File: src/rtl/typedef_pkg.sv
// Shared types for the load/store memory arbiter: FSM state encoding and
// the last-grant encoding used by the round-robin selector.
package typedef_pkg;

   typedef enum logic [1:0] {
      IDLE  = 2'd0,
      ISSUE = 2'd1,
      DATA  = 2'd2
   } state_e;

   typedef enum logic {
      GNT_LD = 1'b0,
      GNT_ST = 1'b1
   } gnt_e;

   // One-hot grant vector bit positions from the selector
   localparam int unsigned GNT_BIT_LD = 0;
   localparam int unsigned GNT_BIT_ST = 1;

endpackage

File: src/rtl/rr_arb2.sv
// Two-requester round-robin selector. Purely combinational: a lone
// requester always wins; on a tie the requester not granted last wins.
module rr_arb2
   import typedef_pkg::*;
(
   input  logic       req_ld_i,
   input  logic       req_st_i,
   input  logic       last_gnt_i,
   output logic [1:0] gnt_o
);

   // Pick one winner, one-hot (bit 0 = load, bit 1 = store)
   always_comb begin
      gnt_o = 2'b00;
      if (req_ld_i && req_st_i) begin
         if (last_gnt_i == GNT_ST) gnt_o[GNT_BIT_LD] = 1'b1;
         else                      gnt_o[GNT_BIT_ST] = 1'b1;
      end else if (req_ld_i) begin
         gnt_o[GNT_BIT_LD] = 1'b1;
      end else if (req_st_i) begin
         gnt_o[GNT_BIT_ST] = 1'b1;
      end
   end

endmodule

File: src/rtl/mcu_mem_arbiter.sv
// Arbitrates burst requests from the load and store units onto a single
// memory port. A winner is captured in IDLE, its request is presented in
// ISSUE until the port accepts, then DATA counts beats until the last one.
//
// state | meaning
// ------+------------------------------------------------------------
// IDLE  | no burst owned; grant the round-robin winner (rdy pulse)
// ISSUE | mem_req_vld_o high with captured fields, wait for mem_req_rdy_i
// DATA  | count mem_beat_i; pulse burst_done_o on the last beat
module mcu_mem_arbiter
   import typedef_pkg::*;
#(
   parameter int ADDR_W = 32,
   parameter int LEN_W  = 8
)(
   input  logic              clk,
   input  logic              rstn,
   input  logic              ld_req_vld_i,
   output logic              ld_req_rdy_o,
   input  logic [ADDR_W-1:0] ld_addr_i,
   input  logic [LEN_W-1:0]  ld_len_i,
   input  logic              st_req_vld_i,
   output logic              st_req_rdy_o,
   input  logic [ADDR_W-1:0] st_addr_i,
   input  logic [LEN_W-1:0]  st_len_i,
   output logic              mem_req_vld_o,
   input  logic              mem_req_rdy_i,
   output logic [ADDR_W-1:0] mem_addr_o,
   output logic [LEN_W-1:0]  mem_len_o,
   output logic              mem_we_o,
   input  logic              mem_beat_i,
   output logic              ld_grant_o,
   output logic              st_grant_o,
   output logic              burst_done_o
);

   state_e            state_q, state_d;
   logic [LEN_W-1:0]  cnt_q, cnt_d;
   logic              last_gnt_q, last_gnt_d;
   logic [ADDR_W-1:0] addr_q, addr_d;
   logic [LEN_W-1:0]  len_q, len_d;
   logic              we_q, we_d;
   logic              ld_gnt_q, ld_gnt_d;
   logic              st_gnt_q, st_gnt_d;

   logic [1:0]        arb_gnt;
   logic              accept;
   logic              last_beat;

   rr_arb2 u_rr_arb2 (
      .req_ld_i   (ld_req_vld_i),
      .req_st_i   (st_req_vld_i),
      .last_gnt_i (last_gnt_q),
      .gnt_o      (arb_gnt)
   );

   assign accept    = (state_q == IDLE) && (arb_gnt != 2'b00);
   // Counter stops at len, so len = all-ones finishes without wrapping
   assign last_beat = (state_q == DATA) && mem_beat_i && (cnt_q == len_q);

   // State and datapath registers, synchronous active-low reset
   always_ff @(posedge clk) begin
      if (!rstn) begin
         state_q    <= IDLE;
         cnt_q      <= '0;
         last_gnt_q <= GNT_ST;
         addr_q     <= '0;
         len_q      <= '0;
         we_q       <= 1'b0;
         ld_gnt_q   <= 1'b0;
         st_gnt_q   <= 1'b0;
      end else begin
         state_q    <= state_d;
         cnt_q      <= cnt_d;
         last_gnt_q <= last_gnt_d;
         addr_q     <= addr_d;
         len_q      <= len_d;
         we_q       <= we_d;
         ld_gnt_q   <= ld_gnt_d;
         st_gnt_q   <= st_gnt_d;
      end
   end

   // Next-state logic
   always_comb begin
      state_d = state_q;
      case (state_q)
         IDLE:    if (accept)        state_d = ISSUE;
         ISSUE:   if (mem_req_rdy_i) state_d = DATA;
         DATA:    if (last_beat)     state_d = IDLE;
         default:                    state_d = IDLE;
      endcase
   end

   // Capture on acceptance, beat counting in DATA, grant hold ISSUE..DATA
   always_comb begin
      cnt_d      = cnt_q;
      last_gnt_d = last_gnt_q;
      addr_d     = addr_q;
      len_d      = len_q;
      we_d       = we_q;
      ld_gnt_d   = ld_gnt_q;
      st_gnt_d   = st_gnt_q;
      if (accept) begin
         ld_gnt_d = arb_gnt[GNT_BIT_LD];
         st_gnt_d = arb_gnt[GNT_BIT_ST];
         if (arb_gnt[GNT_BIT_LD]) begin
            addr_d     = ld_addr_i;
            len_d      = ld_len_i;
            we_d       = 1'b0;
            last_gnt_d = GNT_LD;
         end else begin
            addr_d     = st_addr_i;
            len_d      = st_len_i;
            we_d       = 1'b1;
            last_gnt_d = GNT_ST;
         end
      end
      if (state_q == ISSUE && mem_req_rdy_i) begin
         cnt_d = '0;
      end
      if (state_q == DATA && mem_beat_i) begin
         if (last_beat) begin
            cnt_d    = '0;
            ld_gnt_d = 1'b0;
            st_gnt_d = 1'b0;
         end else begin
            cnt_d = cnt_q + LEN_W'(1);
         end
      end
   end

   // Outputs; the combinational pulses are masked while reset is held so
   // an aborted burst never reports completion
   always_comb begin
      ld_req_rdy_o  = rstn && accept && arb_gnt[GNT_BIT_LD];
      st_req_rdy_o  = rstn && accept && arb_gnt[GNT_BIT_ST];
      mem_req_vld_o = (state_q == ISSUE);
      burst_done_o  = rstn && last_beat;
      mem_addr_o    = addr_q;
      mem_len_o     = len_q;
      mem_we_o      = we_q;
      ld_grant_o    = ld_gnt_q;
      st_grant_o    = st_gnt_q;
   end

endmodule
File: config.mk
export PLATFORM = sky130hd
export DESIGN_NAME = mcu_mem_arbiter
export DESIGN_NICKNAME = d
export VERILOG_FILES = /design/src/rtl/typedef_pkg.sv /design/src/rtl/rr_arb2.sv /design/src/rtl/mcu_mem_arbiter.sv
export SDC_FILE = /design/constraint.sdc
export NUM_CORES = 1
export LEC_CHECK = 0
export ABC_CLOCK_PERIOD_IN_PS = 2600
export CAP_MARGIN = 20
export CORE_AREA = 2 2 68 70
export CTS_BUF_LIST = sky130_fd_sc_hd__clkbuf_4 sky130_fd_sc_hd__clkbuf_8
export DETAILED_ROUTE_END_ITERATION = 10
export DIE_AREA = 0 0 70 72
export DONT_BUFFER_PORTS = 1
export PLACE_DENSITY = 0.66
export SETUP_SLACK_MARGIN = 0.5
export SLEW_MARGIN = 5
export SYNTH_ARGS = -nofsm -noshare
export SYNTH_HDL_FRONTEND = slang
export SYNTH_SLANG_ARGS = --single-unit
File: constraint.sdc
create_clock -name clk -period 2.6 [get_ports clk]
set_clock_uncertainty 0.15 [all_clocks]
set_input_delay 0.52 -clock clk [delete_from_list [all_inputs] [get_ports clk]]
set_output_delay 0.52 -clock clk [all_outputs]
set_load 0.02 [all_outputs]
=== After elaboration in Yosys (flattened, before gate mapping) ===
Cells that the tools add are included.

* Register bits: 54
* Input bits: 86
* Output and inout port bits: 47

* $add $sub $neg: 1
* Equal/unequal tests: 6
* Mux-type cells: 22
* Reductions and logical operators: 13

{| class="wikitable"
|+ Operators by type and width
! cell !! count
|-
| $mux W32 || 1
|-
| $mux W8 || 4
|-
| $mux W1 || 12
|-
| $logic_and A1 B1 Y1 || 9
|-
| $add A8 B1 Y8 const B || 1
|-
| $eq A8 B8 Y1 || 1
|-
| $mux W2 || 4
|-
| $pmux W2 S3 || 1
|-
| $ne A2 B2 Y1 const B || 2
|-
| $reduce_bool A2 Y1 || 2
|-
| $reduce_and A3 Y1 || 1
|-
| $eq A2 B1 Y1 const B || 1
|-
| $eq A2 B2 Y1 const B || 1
|-
| $logic_not A2 Y1 || 1
|-
| $ne A2 B1 Y1 const B || 1
|}

=== Depth between registers and ports, before layout ===
Gate-level depths: netlist (run 1).

* Word-level depth: 8
* Mapped depth: 6

=== By module ===
From an unflattened synthesis (run 1), not the netlist that was laid out.

* Cell total of the unflattened synthesis: 239
* Area total of the unflattened synthesis: 2356.0 µm²

{| class="wikitable"
|+ By module, submodules not included
! module !! instances !! cells an instance !! area each (µm²)
|-
| mcu_mem_arbiter || 1 || 236 || 2337.2
|-
| rr_arb2 || 1 || 3 || 18.8
|}

=== Worst setup path before layout (run 1) ===
Ideal clock, no wire load.

* Path type: register -> output
* Start: register len_q[5], in the netlist mem_len_o[5]
* End: output burst_done_o
* Arrival: 1.356 ns
* Path slack: 0.574 ns
* Stages on the path, launching flop included: 5
* Path buffers: 0
* Cells stage by stage: dfxtp_1 -> xnor2_1 -> nand4_1 -> nor2_1 -> and2_1

* Cells in the longest elaborated chain, start to end: 3

{| class="wikitable"
|+ RTL lines
! what !! RTL line !! text
|-
| start, declared || mcu_mem_arbiter.sv:41 || <nowiki>logic [LEN_W-1:0] len_q, len_d;</nowiki>
|-
| start signal, assigned || mcu_mem_arbiter.sv:77 || <nowiki>len_q <= len_d;</nowiki>
|-
| $eq A8 B8 Y1 || mcu_mem_arbiter.sv:59 || <nowiki>assign last_beat = (state_q == DATA) && mem_beat_i && (cnt_q == len_q);</nowiki>
|-
| $logic_and A1 B1 Y1 || mcu_mem_arbiter.sv:59 ||
|-
| $logic_and A1 B1 Y1 || mcu_mem_arbiter.sv:139 || <nowiki>burst_done_o = rstn && last_beat;</nowiki>
|-
| end, declared || mcu_mem_arbiter.sv:34 || <nowiki>output logic burst_done_o</nowiki>
|}

No other way between the ends.

=== Worst setup path in the final report (run 1) ===
* Start: register len_q[7], in the netlist mem_len_o[7]
* End: output burst_done_o

Same word-level chain as after synthesis.

==> results.sh, run 1 <==
export IMPL_n_fill_cell=374
export IMPL_cp_end_kind="output port"
export IMPL_drive_above_1_share=0.190
export IMPL_final_antenna_net_count=0
export IMPL_dp_slack_ns=0.498
export IMPL_die_y_um=72
export IMPL_relSlewSlack=0.679
export IMPL_dieArea_um2=5040
export IMPL_p_leak_nw=0.889
export IMPL_die_w_um=70
export IMPL_required_ns=1.93
export IMPL_r2r_cells=5
export IMPL_hp_start="rstn"
export IMPL_grt_pass1_wl_um=9450
export IMPL_status="finished clean"
export IMPL_cp_max_fo=3
export IMPL_finalMaxSlewViolations=0
export IMPL_cts_root_buffer="clkbuf_8"
export IMPL_syn_avg_cell_area_um2=9.53
export IMPL_setup_tns_ns=0
export IMPL_synth_top_area_frac=0.477
export IMPL_fin_nets=323
export IMPL_syn_area_um2=2270
export IMPL_startpoint="mem_len_o[7]"
export IMPL_netlist_top_cell_by_area="dfxtp_1"
export IMPL_yosys_warnings=0
export IMPL_diodes=0
export IMPL_cts_tree="done"
export IMPL_synth_seq_cells=54
export IMPL_cp_slowest_cell="dfxtp_4"
export IMPL_numClockSinks=54
export IMPL_fp_row_count=24
export IMPL_vias_per_cell=6.90
export IMPL_core_um2=4260
export IMPL_synth_cell_types=36
export IMPL_timing_final_hold_violations=0
export IMPL_start_util=0.532
export IMPL_htree_levels=2
export IMPL_tightest_slew_ns=0.480
export IMPL_powerDensity_nw_per_um2=788
export IMPL_syn2layout_area_growth_pct=9.98
export IMPL_synthTopCellsByArea="dfxtp_1 48%, a222oi_1 18%, nor2_1 7.8%"
export IMPL_drv_cap=0
export IMPL_antenna_found_initial=0
export IMPL_instances_no_fill=289
export IMPL_vias=1994
export IMPL_crit_arrival_ns=1.39
export IMPL_hp_class="in2reg"
export IMPL_fin_crit_sh=0.792
export IMPL_r2r_start="state_q[1]"
export IMPL_insertion_delay_ns=0.30
export IMPL_irDropWorstVdd_v=0.000428
export IMPL_cp_slowest_stage_delay_ns=0.40
export IMPL_hold_ws_ns=0.146
export IMPL_setup_slack_ns=0.541
export IMPL_wl_per_cell_um=20.9
export IMPL_drc_errors=0
export IMPL_gr_total_overflow=0
export IMPL_whs_path_depth=1
export IMPL_path_class="reg2out"
export IMPL_place_inst=278
export IMPL_netlist_instances=238
export IMPL_worstSetupStartpointType="flip-flop"
export IMPL_ys_seq_area_frac=0.477
export IMPL_rsz0062_at_grt="false"
export IMPL_drt_iter0_markers=335
export IMPL_path_clk_slew_ns=0.09
export IMPL_dr_pass1_iters=5
export IMPL_grt_pass1_vias=1996
export IMPL_final_cell_mix="46 x nor2_1, 40 x a222oi_1, 38 x dfxtp_1"
export IMPL_period_needed_ns=2.06
export IMPL_place_congestion=0.762
export IMPL_max_freq_mhz=486
export IMPL_portBuffers=0
export IMPL_setup_viol=0
export IMPL_post_dp_hpwl_um=4270
export IMPL_worstPathCellList="xnor2_2 > nand4_1 > nor2_2 > and2_4"
export IMPL_grt_usage=0.234
export IMPL_ios=133
export IMPL_wl_um=6050
export IMPL_layout_commonest_cell="nor2_1"
export IMPL_clockBufferDepth=2
export IMPL_grt_max_degree=42
export IMPL_fin_util=0.585
export IMPL_syn_nets=325
export IMPL_cts_made_buffers=5
path summary, 6_finish.rpt:
check	to	slack (ns)
setup reg to reg	mem_addr_o[25]	0.87
hold / removal	last_gnt_q	0.15
hold reg to reg	cnt_q[4]	0.35
setup / recovery	burst_done_o	0.54
cell families after synthesis:
group | synth area share
and+or+nand+nor | 0.170
AOI/OAI and AO/OA | 0.250
DFF | 0.477
buffers and inverters | 0.0590
xor gates and xnor gates | 0.0386
adders and majority gates | 0.00551
registers in the layout (all words and copies together) (netlist names):
| register | cells |
|---|---|
| ld_grant_o | 1 |
| mem_len_o | 8 |
| mem_we_o | 1 |
| state_q | 2 |
| st_grant_o | 1 |
| last_gnt_q | 1 |
| cnt_q | 8 |
| mem_addr_o | 32 |
power by group:
part / internal [mW] / switching [mW] / total, mW
sequential: 0.903 / 0.147 / 1.05
clock: 0.309 / 0.260 / 0.569
combinational: 0.150 / 0.196 / 0.346
final cells by class:
cell class              instances  area, µm²  share of cell area
flip-flops and latches         54       1120               0.449
repair buffers                 11       82.6              0.0331
inverters                       4       15.0             0.00602
multi-input cells             160       1100               0.440
clock buffers                   7       83.8              0.0336
clock inverters                 1       30.0              0.0120
well taps                      52       65.1              0.0261
metal layers:
metal  track usage  wire [µm]  vias up  part of all wire
li1              -          -      916                 -
met1         0.269       2300      953              0.38
met2         0.413       3080      123              0.51
met3        0.0875        635        2              0.10
met4        0.0641         32        0            0.0053
met5             0          0        -                 0
worst max-delay path: cells and delay by family, from the launching register on:
family,cells,cell delay (ns)
flops,1,0.40
xor+xnor,1,0.16
simple gates,3,0.54
repair_timing:
action                     CTS  global route
pin swaps                    2             3
resized for setup           12            19
setup buffers                2             1
setup endpoints to repair    2             1
hold buffers                 0             0
cloned                       0             0
stage by stage:
step | area (µm²) | total power, mW
2_1_floorplan | 2270 | 1.32
3_3_place_gp | 2290 | 1.36
3_5_place_dp | 2290 | 1.38
4_1_cts | 2430 | 1.97
5_1_grt | 2490 | 2.06
6_report | 2490 | 1.97
synth_stat cells:
master and instances:
a211oi_1 1, a21oi_1 7, a222oi_1 40, a311oi_1 1, and2_1 3, and3_1 1
and3_4 1, and3b_1 2, and4b_1 1, buf_2 5, buf_6 5, clkbuf_1 10
dfxtp_1 54, ha_1 1, inv_1 4, nand2_1 14, nand2b_1 2, nand3_1 3
nand3_2 1, nand3b_1 1, nand4_1 2, nor2_1 47, nor2_2 1, nor2b_1 1
nor3_1 1, nor3_2 1, o2111ai_1 1, o211ai_1 4, o21a_1 2, o21ai_0 3
o21ai_1 4, o221ai_1 2, o311a_1 1, or4_1 1, xnor2_1 9, xor2_1 1
Power figures use the tool's default switching activity.
==> inputs of run 2 (changes only) <==
--- a/config.mk
+++ b/config.mk
@@ -5,7 +5,7 @@
 export SDC_FILE = /design/constraint.sdc
 export NUM_CORES = 1
 export LEC_CHECK = 0
-export ABC_CLOCK_PERIOD_IN_PS = 2600
+export ABC_CLOCK_PERIOD_IN_PS = 2100
 export CAP_MARGIN = 20
 export CORE_AREA = 2 2 68 70
 export CTS_BUF_LIST = sky130_fd_sc_hd__clkbuf_4 sky130_fd_sc_hd__clkbuf_8
==> constraint.sdc (replaced) <==
create_clock -name clk -period 2.1 [get_ports clk]
set_clock_uncertainty 0.15 [all_clocks]
set_input_delay 0.42 -clock clk [delete_from_list [all_inputs] [get_ports clk]]
set_output_delay 0.42 -clock clk [all_outputs]
set_load 0.02 [all_outputs]
==> run 2 against run 1 <==
Net effect: hold slack got worse by 0.11 ns; largest power group unchanged; utilization rose by 6.5 points; clock power rose by 4.9%; clock-buffer cell count fell by 1; die area did not move; critical path depth did not move; first-iteration DRC count fell by 5.1%; sequential cell count did not move.
==> results.sh, run 2 (synthesis results as in run 1) <==
export IMPL_status="finished clean"
export IMPL_hp_start="rstn"
export IMPL_final_cell_mix="44 x nor2_1, 40 x a222oi_1, 35 x dfxtp_1"
export IMPL_place_congestion=0.789
export IMPL_gr_total_overflow=0
export IMPL_hp_class="in2reg"
export IMPL_dieArea_um2=5040
export IMPL_post_dp_hpwl_um=3830
export IMPL_die_w_um=70
export IMPL_dr_pass1_iters=7
export IMPL_ctsHoldBuffers=0
export IMPL_die_y_um=72
export IMPL_whs_path_depth=1
export IMPL_diodes=0
export IMPL_grt_pass1_wl_um=9520
export IMPL_fin_nets=336
export IMPL_insertion_delay_ns=0.31
export IMPL_tightest_slew_ns=0.374
export IMPL_setup_slack_ns=0.194
export IMPL_relSlewSlack=0.750
export IMPL_drt_iter0_markers=318
export IMPL_vias_per_cell=6.80
export IMPL_max_freq_mhz=525
export IMPL_irDropWorstVdd_v=0.000675
export IMPL_path_class="reg2out"
export IMPL_p_leak_nw=1.00
export IMPL_core_um2=4260
export IMPL_layout_commonest_cell="nor2_1"
export IMPL_fin_crit_sh=0.907
export IMPL_numClockSinks=54
export IMPL_finalMaxSlewViolations=0
export IMPL_reg2reg_slack_ns=0.46
export IMPL_syn2layout_area_growth_pct=22.3
export IMPL_clockBufferDepth=2
export IMPL_setup_tns_ns=0
export IMPL_wl_um=6410
export IMPL_timing_final_hold_violations=0
export IMPL_drive_above_1_share=0.284
export IMPL_cp_max_fo=5
export IMPL_path_clk_slew_ns=0.10
export IMPL_largest_register_ffs=32
export IMPL_dp_slack_ns=0.364
export IMPL_worstSetupStartpointType="flip-flop"
export IMPL_hold_path_end="last_gnt_q"
export IMPL_wl_per_cell_um=21.2
export IMPL_r2r_end="mem_len_o[3]"
export IMPL_start_util=0.532
export IMPL_grt_usage=0.240
export IMPL_required_ns=1.53
export IMPL_period_needed_ns=1.91
export IMPL_powerDensity_nw_per_um2=893
export IMPL_htree_levels=2
export IMPL_cts_root_buffer="clkbuf_8"
export IMPL_n_fill_cell=338
export IMPL_portBuffers=0
export IMPL_r2r_start="last_gnt_q"
export IMPL_crit_arrival_ns=1.34
export IMPL_final_antenna_net_count=0
export IMPL_antenna_found_initial=0
export IMPL_place_area_um2=2350
export IMPL_fin_area_um2=2770
export IMPL_ios=133
export IMPL_fp_row_count=24
export IMPL_rsz0062_at_grt="true"
export IMPL_grt_pass1_vias=1905
export IMPL_cp_end_kind="output port"
export IMPL_cts_made_buffers=5
export IMPL_drv_cap=0
export IMPL_cts_tree="done"
export IMPL_grt_max_degree=33
export IMPL_setup_viol=0
export IMPL_drc_errors=0
export IMPL_r2r_cells=6
export IMPL_vias=2053
run 2: changes by cell type in the layout (fill, tap and decap cells not counted), moves of 3 or more:
cell,previous run,this run
dfxtp_4,8,11
buf_6,0,4
buf_12,0,3
dfxtp_1,38,35
buf_16,0,3
run 2: routing by layer:
metal	track usage	wire (µm)	vias up
met2	0.415	3150	127
met4	0.0598	51	0
met1	0.300	2620	974
met3	0.0653	581	4
li1	-	-	948
met5	0	0	-
run 2: metrics by stage:
| step | utilization | std cells | total power, mW | hold WS, ns |
|---|---|---|---|---|
| floorplan | - | 238 | 1.64 | 0.301 |
| global placement | 0.552 | 279 | 1.72 | 0.320 |
| detailed placement | 0.552 | 279 | 1.73 | 0.324 |
| CTS | 0.636 | 297 | 2.45 | 0.0244 |
| global route | 0.651 | 302 | 2.59 | 0.0209 |
| finish | 0.651 | 302 | 2.48 | 0.0311 |
run 2: worst max-delay path by stage:
stage	start	slack [ns]	cells past startpoint	endpoint
3_3_place_gp	state_q[1]	0.40	3	ld_req_rdy_o
6_report	cnt_q[3]	0.19	4	burst_done_o
5_1_grt	mem_len_o[6]	0.14	4	burst_done_o
2_1_floorplan	mem_len_o[1]	0.37	4	burst_done_o
3_5_place_dp	state_q[1]	0.36	3	ld_req_rdy_o
4_1_cts	mem_len_o[6]	0.19	4	burst_done_o
run 2: critical path, stage by stage, from the launching register on:
cell and delay (ns):
dfxtp_2 0.41, xnor2_2 0.13, nand4_1 0.14, nor2_2 0.15, and2_4 0.19
run 2: final cells by class:
class | instances | area [µm²] | share of cell area
Tap cell | 52 | 65.1 | 0.0235
Sequential cell | 54 | 1130 | 0.408
Clock inverter | 2 | 13.8 | 0.00496
Timing Repair Buffer | 23 | 300 | 0.108
Multi-Input combinational cell | 161 | 1170 | 0.422
Inverter | 4 | 15.0 | 0.00541
Clock buffer | 6 | 76.3 | 0.0275
run 2: repair_timing:
item / CTS / global route
cloned: 4 / 2
pin swaps: 19 / 17
buffers inserted: 6 / 3
resized for setup: 28 / 9
setup endpoints to repair: 19 / 45
run 2: power breakdown:
part           internal (mW)  total (mW)  switching [mW]  leakage [nW]
Clock                  0.252       0.597           0.345        0.0490
Sequential              1.12        1.30           0.185         0.455
Combinational          0.289       0.576           0.287         0.499
